===== config.mk =====
export PLATFORM = sky130hd
export DESIGN_NAME = seg_scan_mux_flat
export DESIGN_NICKNAME = d
export VERILOG_FILES = /design/src/rtl/seg_pkg.sv /design/src/rtl/seg_scan_mux_if.sv /design/src/rtl/seg_scan_mux_scan_timer.sv /design/src/rtl/seg_scan_mux.sv /design/src/flat_wrapper.sv
export SDC_FILE = /design/constraint.sdc
export NUM_CORES = 1
export LEC_CHECK = 0
export ABC_AREA = 1
export CAP_MARGIN = 20
export CORE_MARGIN = 4
export CORE_UTILIZATION = 42
export CTS_CLUSTER_DIAMETER = 40
export CTS_CLUSTER_SIZE = 28
export DETAILED_ROUTE_END_ITERATION = 8
export PLACE_DENSITY = 0.7
export SETUP_SLACK_MARGIN = 0.05
export SKIP_CTS_REPAIR_TIMING = 1
export SLEW_MARGIN = 10
export SYNTH_ARGS = -nofsm -noshare
export SYNTH_HDL_FRONTEND = slang
export SYNTH_SLANG_ARGS = --single-unit

===== constraint.sdc =====
create_clock -name clk -period 1.7 [get_ports clk]
set_input_delay 0.255 -clock clk [delete_from_list [all_inputs] [get_ports clk]]
set_output_delay 0.255 -clock clk [all_outputs]
set_load 0.03 [all_outputs]

===== src/rtl/seg_pkg.sv =====
// Shared types and constants for the seven-segment scan multiplexer.
package seg_pkg;

    typedef logic [6:0] seg7_t;

    localparam seg7_t SEG_BLANK  = 7'h7F;
    localparam seg7_t SEG_ZERO   = 7'b1000000;
    localparam int    NUM_DIGITS = 3;
    localparam int    CNT_W      = 17;

    typedef enum logic {
        GUARD = 1'b0,
        DRIVE = 1'b1
    } scan_state_t;

    typedef struct packed {
        seg7_t upper;
        seg7_t middle;
        seg7_t lower;
    } seg_triple_t;

    function automatic seg7_t digit_pat(seg_triple_t t, logic [1:0] idx);
        case (idx)
            2'd0:    return t.lower;
            2'd1:    return t.middle;
            default: return t.upper;
        endcase
    endfunction

    // Bit i set means digit i is suppressed; the ones digit always shows.
    function automatic logic [2:0] lz_mask(seg_triple_t t, logic lz_en);
        logic up_blank;
        logic mid_blank;
        up_blank  = lz_en && (t.upper == SEG_ZERO);
        mid_blank = up_blank && (t.middle == SEG_ZERO);
        return {up_blank, mid_blank, 1'b0};
    endfunction

endpackage


===== src/rtl/seg_scan_mux_if.sv =====
// Pattern-triple update channel: three active-low digits with valid/ready.
interface seg_scan_mux_if;
    import seg_pkg::*;

    seg7_t seg_upper;
    seg7_t seg_middle;
    seg7_t seg_lower;
    logic  upd_valid;
    logic  upd_ready;

    modport master (
        output seg_upper, seg_middle, seg_lower, upd_valid,
        input  upd_ready
    );

    modport slave (
        input  seg_upper, seg_middle, seg_lower, upd_valid,
        output upd_ready
    );

endinterface


===== src/rtl/seg_scan_mux_scan_timer.sv =====
// Slot counter and GUARD/DRIVE/digit sequencing. Outputs describe the state
// being entered on the next edge so the caller can register its drive directly.
module scan_timer
    import seg_pkg::*;
#(
    parameter int REFRESH_DIV  = 100000,
    parameter int BLANK_CYCLES = 1000
) (
    input  logic       clk,
    input  logic       rst_n,
    output logic [1:0] idx,
    output logic       drive,
    output logic       frame_start
);

    localparam logic [CNT_W-1:0] G_LAST = CNT_W'(BLANK_CYCLES - 1);
    localparam logic [CNT_W-1:0] D_LAST = CNT_W'(REFRESH_DIV - BLANK_CYCLES - 1);

    scan_state_t      state_q, state_d;
    logic [1:0]       idx_q, idx_d;
    logic [CNT_W-1:0] cnt_q, cnt_d;

    always_ff @(posedge clk or negedge rst_n) begin
        if (!rst_n) begin
            state_q <= GUARD;
            idx_q   <= 2'd0;
            cnt_q   <= '0;
        end else begin
            state_q <= state_d;
            idx_q   <= idx_d;
            cnt_q   <= cnt_d;
        end
    end

    always_comb begin
        state_d = state_q;
        idx_d   = idx_q;
        cnt_d   = cnt_q + CNT_W'(1);
        case (state_q)
            GUARD: begin
                if (cnt_q == G_LAST) begin
                    state_d = DRIVE;
                    cnt_d   = '0;
                end
            end
            DRIVE: begin
                if (cnt_q == D_LAST) begin
                    state_d = GUARD;
                    cnt_d   = '0;
                    idx_d   = (idx_q == 2'd2) ? 2'd0 : idx_q + 2'd1;
                end
            end
            default: begin
                state_d = GUARD;
                cnt_d   = '0;
            end
        endcase
    end

    assign idx         = idx_d;
    assign drive       = (state_d == DRIVE);
    // Last guard cycle before the ones digit: the edge that swaps buffers.
    assign frame_start = (state_q == GUARD) && (idx_q == 2'd0) && (cnt_q == G_LAST);

endmodule


===== src/rtl/seg_scan_mux.sv =====
// Double-buffered 3-digit scan driver for a 4-anode common-anode display,
// with per-slot blanking guard and optional leading-zero suppression.
module seg_scan_mux
    import seg_pkg::*;
#(
    parameter int REFRESH_DIV  = 100000,
    parameter int BLANK_CYCLES = 1000
) (
    input  logic          clk,
    input  logic          rst_n,
    seg_scan_mux_if.slave upd,
    input  logic          lz_en,
    input  logic          disp_en,
    output logic [3:0]    an,
    output seg7_t         seg,
    output logic          dp
);

    generate
        if (BLANK_CYCLES < 1 || BLANK_CYCLES >= REFRESH_DIV) begin : g_bad_cfg
            $error("seg_scan_mux: need 1 <= BLANK_CYCLES < REFRESH_DIV");
        end
    endgenerate

    logic [1:0] idx;
    logic       drive;
    logic       frame_start;

    scan_timer #(
        .REFRESH_DIV (REFRESH_DIV),
        .BLANK_CYCLES(BLANK_CYCLES)
    ) u_timer (
        .clk        (clk),
        .rst_n      (rst_n),
        .idx        (idx),
        .drive      (drive),
        .frame_start(frame_start)
    );

    seg_triple_t act_q, act_d;
    seg_triple_t pbuf_q, pbuf_d;
    logic        pnd_q, pnd_d;
    logic [3:0]  an_q, an_d;
    seg7_t       seg_q, seg_d;
    logic [2:0]  blk;
    logic        capture;

    assign upd.upd_ready = ~pnd_q;
    assign capture       = upd.upd_valid & ~pnd_q;

    always_ff @(posedge clk or negedge rst_n) begin
        if (!rst_n) begin
            act_q  <= {SEG_BLANK, SEG_BLANK, SEG_BLANK};
            pbuf_q <= {SEG_BLANK, SEG_BLANK, SEG_BLANK};
            pnd_q  <= 1'b0;
            an_q   <= 4'b1111;
            seg_q  <= SEG_BLANK;
        end else begin
            act_q  <= act_d;
            pbuf_q <= pbuf_d;
            pnd_q  <= pnd_d;
            an_q   <= an_d;
            seg_q  <= seg_d;
        end
    end

    // Swap and capture never collide: capture needs pending clear, swap needs it set.
    always_comb begin
        act_d  = act_q;
        pbuf_d = pbuf_q;
        pnd_d  = pnd_q;
        if (frame_start && pnd_q) begin
            act_d = pbuf_q;
            pnd_d = 1'b0;
        end
        if (capture) begin
            pbuf_d = {upd.seg_upper, upd.seg_middle, upd.seg_lower};
            pnd_d  = 1'b1;
        end
    end

    assign blk = lz_mask(act_d, lz_en);

    for (genvar d = 0; d < NUM_DIGITS; d++) begin : g_an
        assign an_d[d] = ~(disp_en && drive && (idx == 2'(d)) && !blk[d]);
    end
    assign an_d[3] = 1'b1;

    always_comb begin
        seg_d = SEG_BLANK;
        if (disp_en && drive && !blk[idx]) seg_d = digit_pat(act_d, idx);
    end

    assign an  = an_q;
    assign seg = seg_q;
    assign dp  = 1'b1;

endmodule

===== src/flat_wrapper.sv =====
// flat-port wrapper written by rule: the top's interface ports become plain ports
module seg_scan_mux_flat import seg_pkg::*;
#(
    parameter int REFRESH_DIV  = 100000,
    parameter int BLANK_CYCLES = 1000
)
  (clk, rst_n, lz_en, disp_en, an, seg, dp, upd_seg_upper, upd_seg_middle, upd_seg_lower, upd_upd_valid, upd_upd_ready);
  seg_scan_mux_if upd_i ();
  input  logic clk;
  input  logic rst_n;
  input  logic lz_en;
  input  logic disp_en;
  output logic [3:0] an;
  output seg7_t seg;
  output logic dp;
  input wire logic [$bits(upd_i.seg_upper)-1:0] upd_seg_upper;
  input wire logic [$bits(upd_i.seg_middle)-1:0] upd_seg_middle;
  input wire logic [$bits(upd_i.seg_lower)-1:0] upd_seg_lower;
  input wire logic [$bits(upd_i.upd_valid)-1:0] upd_upd_valid;
  output wire logic [$bits(upd_i.upd_ready)-1:0] upd_upd_ready;
  assign upd_i.seg_upper = upd_seg_upper;
  assign upd_i.seg_middle = upd_seg_middle;
  assign upd_i.seg_lower = upd_seg_lower;
  assign upd_i.upd_valid = upd_upd_valid;
  assign upd_upd_ready = upd_i.upd_ready;
  seg_scan_mux #(.REFRESH_DIV(REFRESH_DIV), .BLANK_CYCLES(BLANK_CYCLES)) u_core (.clk(clk), .rst_n(rst_n), .upd(upd_i), .lz_en(lz_en), .disp_en(disp_en), .an(an), .seg(seg), .dp(dp));
endmodule

# == Word level (Yosys, flattened, before mapping) ==
# Cells that the tools add are included.
# op_classes
add_sub_neg,2
magnitude_cmp,1
n_eq_ne,7
muxes,16
n_bitwise,6
reduce_logical,18
# ops
operator,n
17-bit two-way mux,2
17-bit case mux with 2 select lines,1
21-bit two-way mux,1
17-bit by 1-bit adder with 17-bit output (second input constant),1
17-bit by 10-bit equality test with 1-bit output (second input constant),1
17-bit equality test (second input constant),1
7-bit equality test (second input constant),2
7-bit case mux with 2 select lines,1
1-bit logical AND,12
7-bit two-way mux,1
2-bit two-way mux,3
1-bit two-way mux,5
1-bit NOT,5
2-bit equality test (second input constant),2
2-bit logical NOT,2
1-bit logical NOT,3
2-bit by 3-bit less-than comparator with 1-bit output (second input constant),1
2-bit by 1-bit adder with 2-bit output (second input constant),1
1-bit binary-select mux with 2-bit select,1
2-bit by 1-bit equality test with 1-bit output (second input constant),1
1-bit case mux with 2 select lines,1
2-bit nonzero test,1
1-bit bitwise AND,1
# totals
reg_bits,73
elab_cells,62

# == Longest topological paths before layout ==
# logic_depth
depth_word,13
ltp_mapped,16

# == Modules after synthesis ==
# A second synthesis with hierarchy kept.
# unflattened
cells_unflattened,419
area_unflattened_um2,3642.2
# by_module_without_submodules
module,n_inst,cells_per_inst,area_each_um2,seq_area_each_um2
seg_scan_mux,1,266,2474.9,1391.3
scan_timer,1,153,1167.4,500.5

# == Worst setup path after synthesis ==
# OpenSTA, ideal clock, no wires.
# synth_timing
kind,register to register
start,register u_core.u_timer.cnt_q[0]
end,register u_core.seg_q[0] (netlist: u_core.seg[0])
setup_time_ps,64
arrival_time_ps,1771
slack_ps,-135
path_stages_with_launch,15
n_path_buf,1
period_less_slack_ps,1835
cell_sequence,dfrtp_1 > ha_1 > nand2_2 > inv_2 > nand2_1 > nor2_4 > nand4_4 > buf_6 > nand2_2 > nand3_2 > inv_2 > nand2_1 > nor2_4 > nand3_4 > nand3_1
# synth_between
elab_chain_len,12
# synth_lines
item,line_no,text
"start, declared",seg_scan_mux_scan_timer.sv:21,"logic [CNT_W-1:0] cnt_q, cnt_d;"
"start signal, assigned",seg_scan_mux_scan_timer.sv:31,cnt_q <= cnt_d;
17-bit by 10-bit equality test with 1-bit output,"seg_scan_mux_scan_timer.sv:41, seg_scan_mux_scan_timer.sv:63",
1-bit logical AND,seg_scan_mux_scan_timer.sv:63,assign frame_start = (state_q == GUARD) && (idx_q == 2'd0) && (cnt_q == G_LAST);
1-bit logical AND,seg_scan_mux.sv:72,if (frame_start && pnd_q) begin
21-bit two-way mux,seg_scan_mux.sv:72,
7-bit equality test,seg_pkg.sv:34,up_blank = lz_en && (t.upper == SEG_ZERO);
1-bit logical AND,seg_pkg.sv:34,
1-bit logical AND,seg_pkg.sv:35,mid_blank = up_blank && (t.middle == SEG_ZERO);
1-bit binary-select mux with 2-bit select,seg_scan_mux.sv:91,"if (disp_en && drive && !blk[idx]) seg_d = digit_pat(act_d, idx);"
1-bit two-way mux (implied by the code),seg_scan_mux.sv:91,
1-bit logical NOT,seg_scan_mux.sv:91,
1-bit logical AND,seg_scan_mux.sv:91,
7-bit two-way mux *,seg_scan_mux.sv:91,
net u_core.seg_d[0],seg_scan_mux.sv:44,"seg7_t seg_q, seg_d;"
"end signal, assigned",seg_scan_mux.sv:63,seg_q <= seg_d;
"end, declared",seg_scan_mux.sv:44,
# The timed path passes the listed nets; every way through them passes the cells marked *. The select of a mux whose other input is x is not followed.
# A chain may end at the register's enable or synchronous reset.

# == Worst setup path after layout ==
# layout_timing
start,register u_core.u_timer.cnt_q[0]
end,register u_core.seg_q[4] (netlist: u_core.seg[4])
# layout_rtl
item,line_no,text
17-bit equality test *,seg_scan_mux_scan_timer.sv:47,if (cnt_q == D_LAST) begin
2-bit two-way mux *,seg_scan_mux_scan_timer.sv:47,
2-bit two-way mux *,seg_scan_mux_scan_timer.sv:39,case (state_q)
net u_core.idx[1],seg_scan_mux.sv:25,logic [1:0] idx;
1-bit binary-select mux with 2-bit select,seg_scan_mux.sv:91,
1-bit two-way mux (implied by the code),seg_scan_mux.sv:91,
1-bit logical NOT,seg_scan_mux.sv:91,
1-bit logical AND,seg_scan_mux.sv:91,
7-bit two-way mux *,seg_scan_mux.sv:91,
net u_core.seg_d[4],seg_scan_mux.sv:44,
# Marked as above.

==> impl_summary.md <==
Die
In this run the core area contains 33 standard-cell rows. The core region is 8340 um2. The die is 102 um wide. For this configuration, the core starts out at a cell density of 0.440. The height of the chip is 102 um. The count of boundary I/O pins is 39. The die area is 10300 um2.

Power and ir drop
Of the total power, the share spent switching nets is 0.212. The clock share of power is 0.461. The net switching power is 0.811 mW. The internal power of the cells totals 3.01 mW.

The cell leakage power is 2.63 nW. The worst-case IR drop observed on VDD is 412 uV. The total power divided by cell area is 689 nW/um2. The share of total power dissipated in combinational logic is 0.047. Summing internal, switching and leakage power gives 3.82 mW. Of the total power, registers draw 0.492.

Synthesis
The post-synthesis instance total is 445. After synthesis, the share of flip-flops with an asynchronous set or reset is 1.00. The XOR/XNOR share of the synthesized area is 0.0167. Of the total synthesized cell area, the portion taken by full adders, half adders and majority gates is 0.00341.

In the synthesized netlist the dominant register cell turns out to be dfstp_2. The number of enable flip-flop cells after synthesis is 0. Of the post-synthesis cell area, the dominant cell type holds 0.372. Ranked by total cell area, the synthesized netlist is headed by dfstp_2 37%, dfrtp_1 14%, nand2_1 12%.

Of the total synthesized cell area, the portion taken by AND, OR, NAND and NOR gates is 0.306. The area of the mapped netlist is 3670 um2. Of the synthesized area, sequential elements account for 0.515.

A synthesized cell averages 8.25 um2. The most area-hungry cell type in the Yosys netlist is dfstp_2. The flip-flop and latch count after synthesis is 73. The largest family of logic cells by synthesized area is simple AND/OR/NAND/NOR gates. The compound-cell area share of the yosys netlist is 0.0675.

Of the post-synthesis cell area, the part taken by muxes is 0. The number of distinct library cell variants in the gate-level netlist after synthesis is 35. Yosys printed 0 warnings.

Critical path
Measured in cells, the most critical reg-to-reg path has a length of 14. The endpoint identified for the worst register-to-register timing path is u_core.seg[4]. The critical path endpoint category is a register.

The arrival time of data at the critical path endpoint is 2.41 ns. The data required time at the worst endpoint is 1.99 ns. The critical-path maximum fanout is 7. In this run the critical register-to-register path is launched from u_core.u_timer.cnt_q[0]. Across all register-to-register paths, the minimum setup slack is -0.42 ns.

The critical path class is reg2reg. The startpoint type of the worst setup path is a register.

Timing
Once routing completed, OpenROAD measured the worst setup slack at -0.416 ns. The count of final max-slew check failures came to 0. The final setup TNS is -5.36 ns. The final critical-path required period is 2.12 ns. The number of hold violations in the final report is 0. On the final layout, the worst clock skew is 0.0111 ns. The total setup violations reported at the end of the flow is 30. For this run, the top clock speed supported by timing is 473 MHz.

Setup repair after global routing could not meet its margin everywhere. Hold timing on the final database bottoms out at a slack of 0.0386 ns. The post-route fraction of the period consumed by the critical path is 1.24.

Place
In this run the tool buffered the top-level ports with 36 buffer cells. OpenSTA, run right after detailed placement, puts the worst setup slack at -0.364 ns. Detailed placement ended at an HPWL of 6760 um. The weighted congestion reported at the end of routability-driven placement is 0.898.

Global routing
Summed over all layers, the global routing overflow is 0. The pin count of the biggest net entering global routing is 46. The via count of the first global-routing pass is 3311. The initial antenna violation count is 0. The wire length of the first global-routing pass is 15200 um. For this run, the total global-route usage over all layers was measured as 0.187.

Cells and area
The post-route core utilization is 0.665. Summing all multi-input logic gate instances after layout gives 1760 um2. The diode insertion count for antenna repair is 0.

In the final design database the tool counted 610 nets. The fraction of layout instances using a drive strength above 1 is 0.468. Relative to the synthesized area, the layout overhead comes to 51.0%. The number of fillers in the final layout is 649.

The total area of sequential cells is 1890 um2.

Clock tree
At the later pin of the worst-skew pair, clock insertion delay measures 0.35 ns. The largest buffer count on any clock path is 2. For this design, the sink count on the clock tree is 73. The TritonCTS clock tree is done.

After clock tree synthesis, the clock-pin slew on the worst setup and hold paths is 0.08 ns. In this run the number of H-tree levels came out at 3. Counting the buffers created by CTS gives 9. The buffer cell driving the clock tree root is clkbuf_8.

Drt
For this block, the via count after detailed routing is 3427. Using the TritonRoute via totals, the vias-per-cell ratio works out to 4.95. The number of search-and-repair iterations in the first detailed-routing pass is 5. The detailed router's first-iteration violation count is 187. For this run, design rule violations remaining after detail routing come to 0. Once detail routing completed, the nets flagged for antenna violations numbered 0. The total wire length is 10200 um. After detailed routing, the average wire length per cell comes to 14.7 um.

Run
Max-cap violations in this run came to 0.

Run status
The checks that failed: setup timing. The run finished, with violations left.

Worst hold path
The class of the tightest hold or removal check is in2async.
-- flip-flops by register name, indices dropped and copies added (netlist names) --
signal                  flops
u_core.act_q               21
u_core.an                   3
u_core.pbuf_q              21
u_core.pnd_q                1
u_core.seg                  7
u_core.u_timer.cnt_q       17
u_core.u_timer.idx_q        2
u_core.u_timer.state_q      1
-- kinds of logic (layout without fill, tap and decap cells) --
logic type / after synthesis / after routing
AO/OA/AOI/OAI: 45 / 45
XOR/XNOR: 7 / 7
adder cells (fa/ha/maj): 1 / 1
buffers and inverters: 82 / 224
flip-flops: 73 / 73
other: 1 / 2
AND/OR/NAND/NOR: 236 / 236
-- final cells by class --
| type | instances | area share |
|---|---|---|
| Sequential cell | 73 | 0.341 |
| Multi-Input combinational cell | 291 | 0.317 |
| Timing Repair Buffer | 138 | 0.222 |
| Inverter | 70 | 0.0499 |
| Clock buffer | 11 | 0.0275 |
| Tap cell | 105 | 0.0237 |
| Clock inverter | 5 | 0.0194 |
-- layer usage --
layer / wire [um] / share of wire / global-route usage / vias up
met4: 207 / 0.020 / 0.0593 / 0
met3: 425 / 0.042 / 0.0331 / 19
met5: 0 / 0 / 0 / -
met1: 4670 / 0.46 / 0.260 / 1656
li1: - / - / - / 1667
met2: 4870 / 0.48 / 0.297 / 85
-- worst max-delay path, stage by stage, from the launching register on --
cell and delay (ns):
dfrtp_1 0.41, ha_4 0.18, nand2_4 0.07, inv_2 0.08, nand2_4 0.06, nor2_4 0.12, buf_6 0.12, nand3_4 0.13
o21ai_4 0.23, inv_2 0.08, nor2_4 0.23, nand2_1 0.09, o21ai_1 0.10, a21oi_1 0.08, nand3_2 0.09
-- how the worst max path moves through the flow --
stage | from | endpoint | slack [ns] | depth (start not counted)
floorplan | u_core.u_timer.cnt_q[0] | u_core.seg[0] | -0.11 | 14
global placement | u_core.u_timer.cnt_q[0] | u_core.seg[0] | -0.29 | 14
detailed placement | u_core.u_timer.cnt_q[0] | u_core.seg[2] | -0.36 | 14
CTS | u_core.u_timer.cnt_q[0] | u_core.seg[2] | -0.38 | 14
global route | u_core.u_timer.cnt_q[0] | u_core.seg[2] | -0.54 | 14
finish | u_core.u_timer.cnt_q[0] | u_core.seg[4] | -0.42 | 14
-- metrics by stage --
| step | std cells | instance area (um2) |
|---|---|---|
| global placement | 664 | 4830 |
| floorplan | 446 | 3700 |
| finish | 693 | 5550 |
| CTS | 680 | 5090 |
| detailed placement | 664 | 4830 |
| global route | 693 | 5550 |
-- Yosys cell counts, types with 2 or more instances --
cell type	instances
dfrtp_1	21
nand4_1	19
nand2_1	118
xor2_1	7
nand3_1	17
nor2_2	7
nor3_1	9
clkbuf_1	4
nor2_1	38
nand3_2	2
inv_1	58
buf_4	3
a21oi_1	9
nor2_4	6
o21ai_0	24
o21ai_1	7
dfstp_2	52
buf_2	4
inv_2	11
nand2_2	14
-- power by group through the flow --
stage | Clock [mW] | Sequential [mW] | Combinational [mW]
5_1_grt | 1.86 | 1.89 | 0.204
6_report | 1.76 | 1.88 | 0.181
3_3_place_gp | 0 | 1.91 | 0.178
2_1_floorplan | 0 | 1.90 | 0.0682
4_1_cts | 1.79 | 1.88 | 0.185
3_5_place_dp | 0 | 1.91 | 0.184
-- placed cells by master, fill, tap and decap left out, drive strengths merged --
master and instances:
o21ai 33, nand3 20, dfrtp 21, nand2 132, nand4 20, xor2 7
a21oi 9, clkdlybuf4s50 24, bufinv 3, o22ai 1, nor4 1, nand3b 1
nor3 10, nor2 51, clkinv 1, a211oi 1, a221oi 1, ha 1
conb 2, buf 103, clkinvlp 1, dlymetal6s2s 11, inv 70, nor3b 1
clkbuf 11, dfstp 52
(Power assumes the default switching activity.)
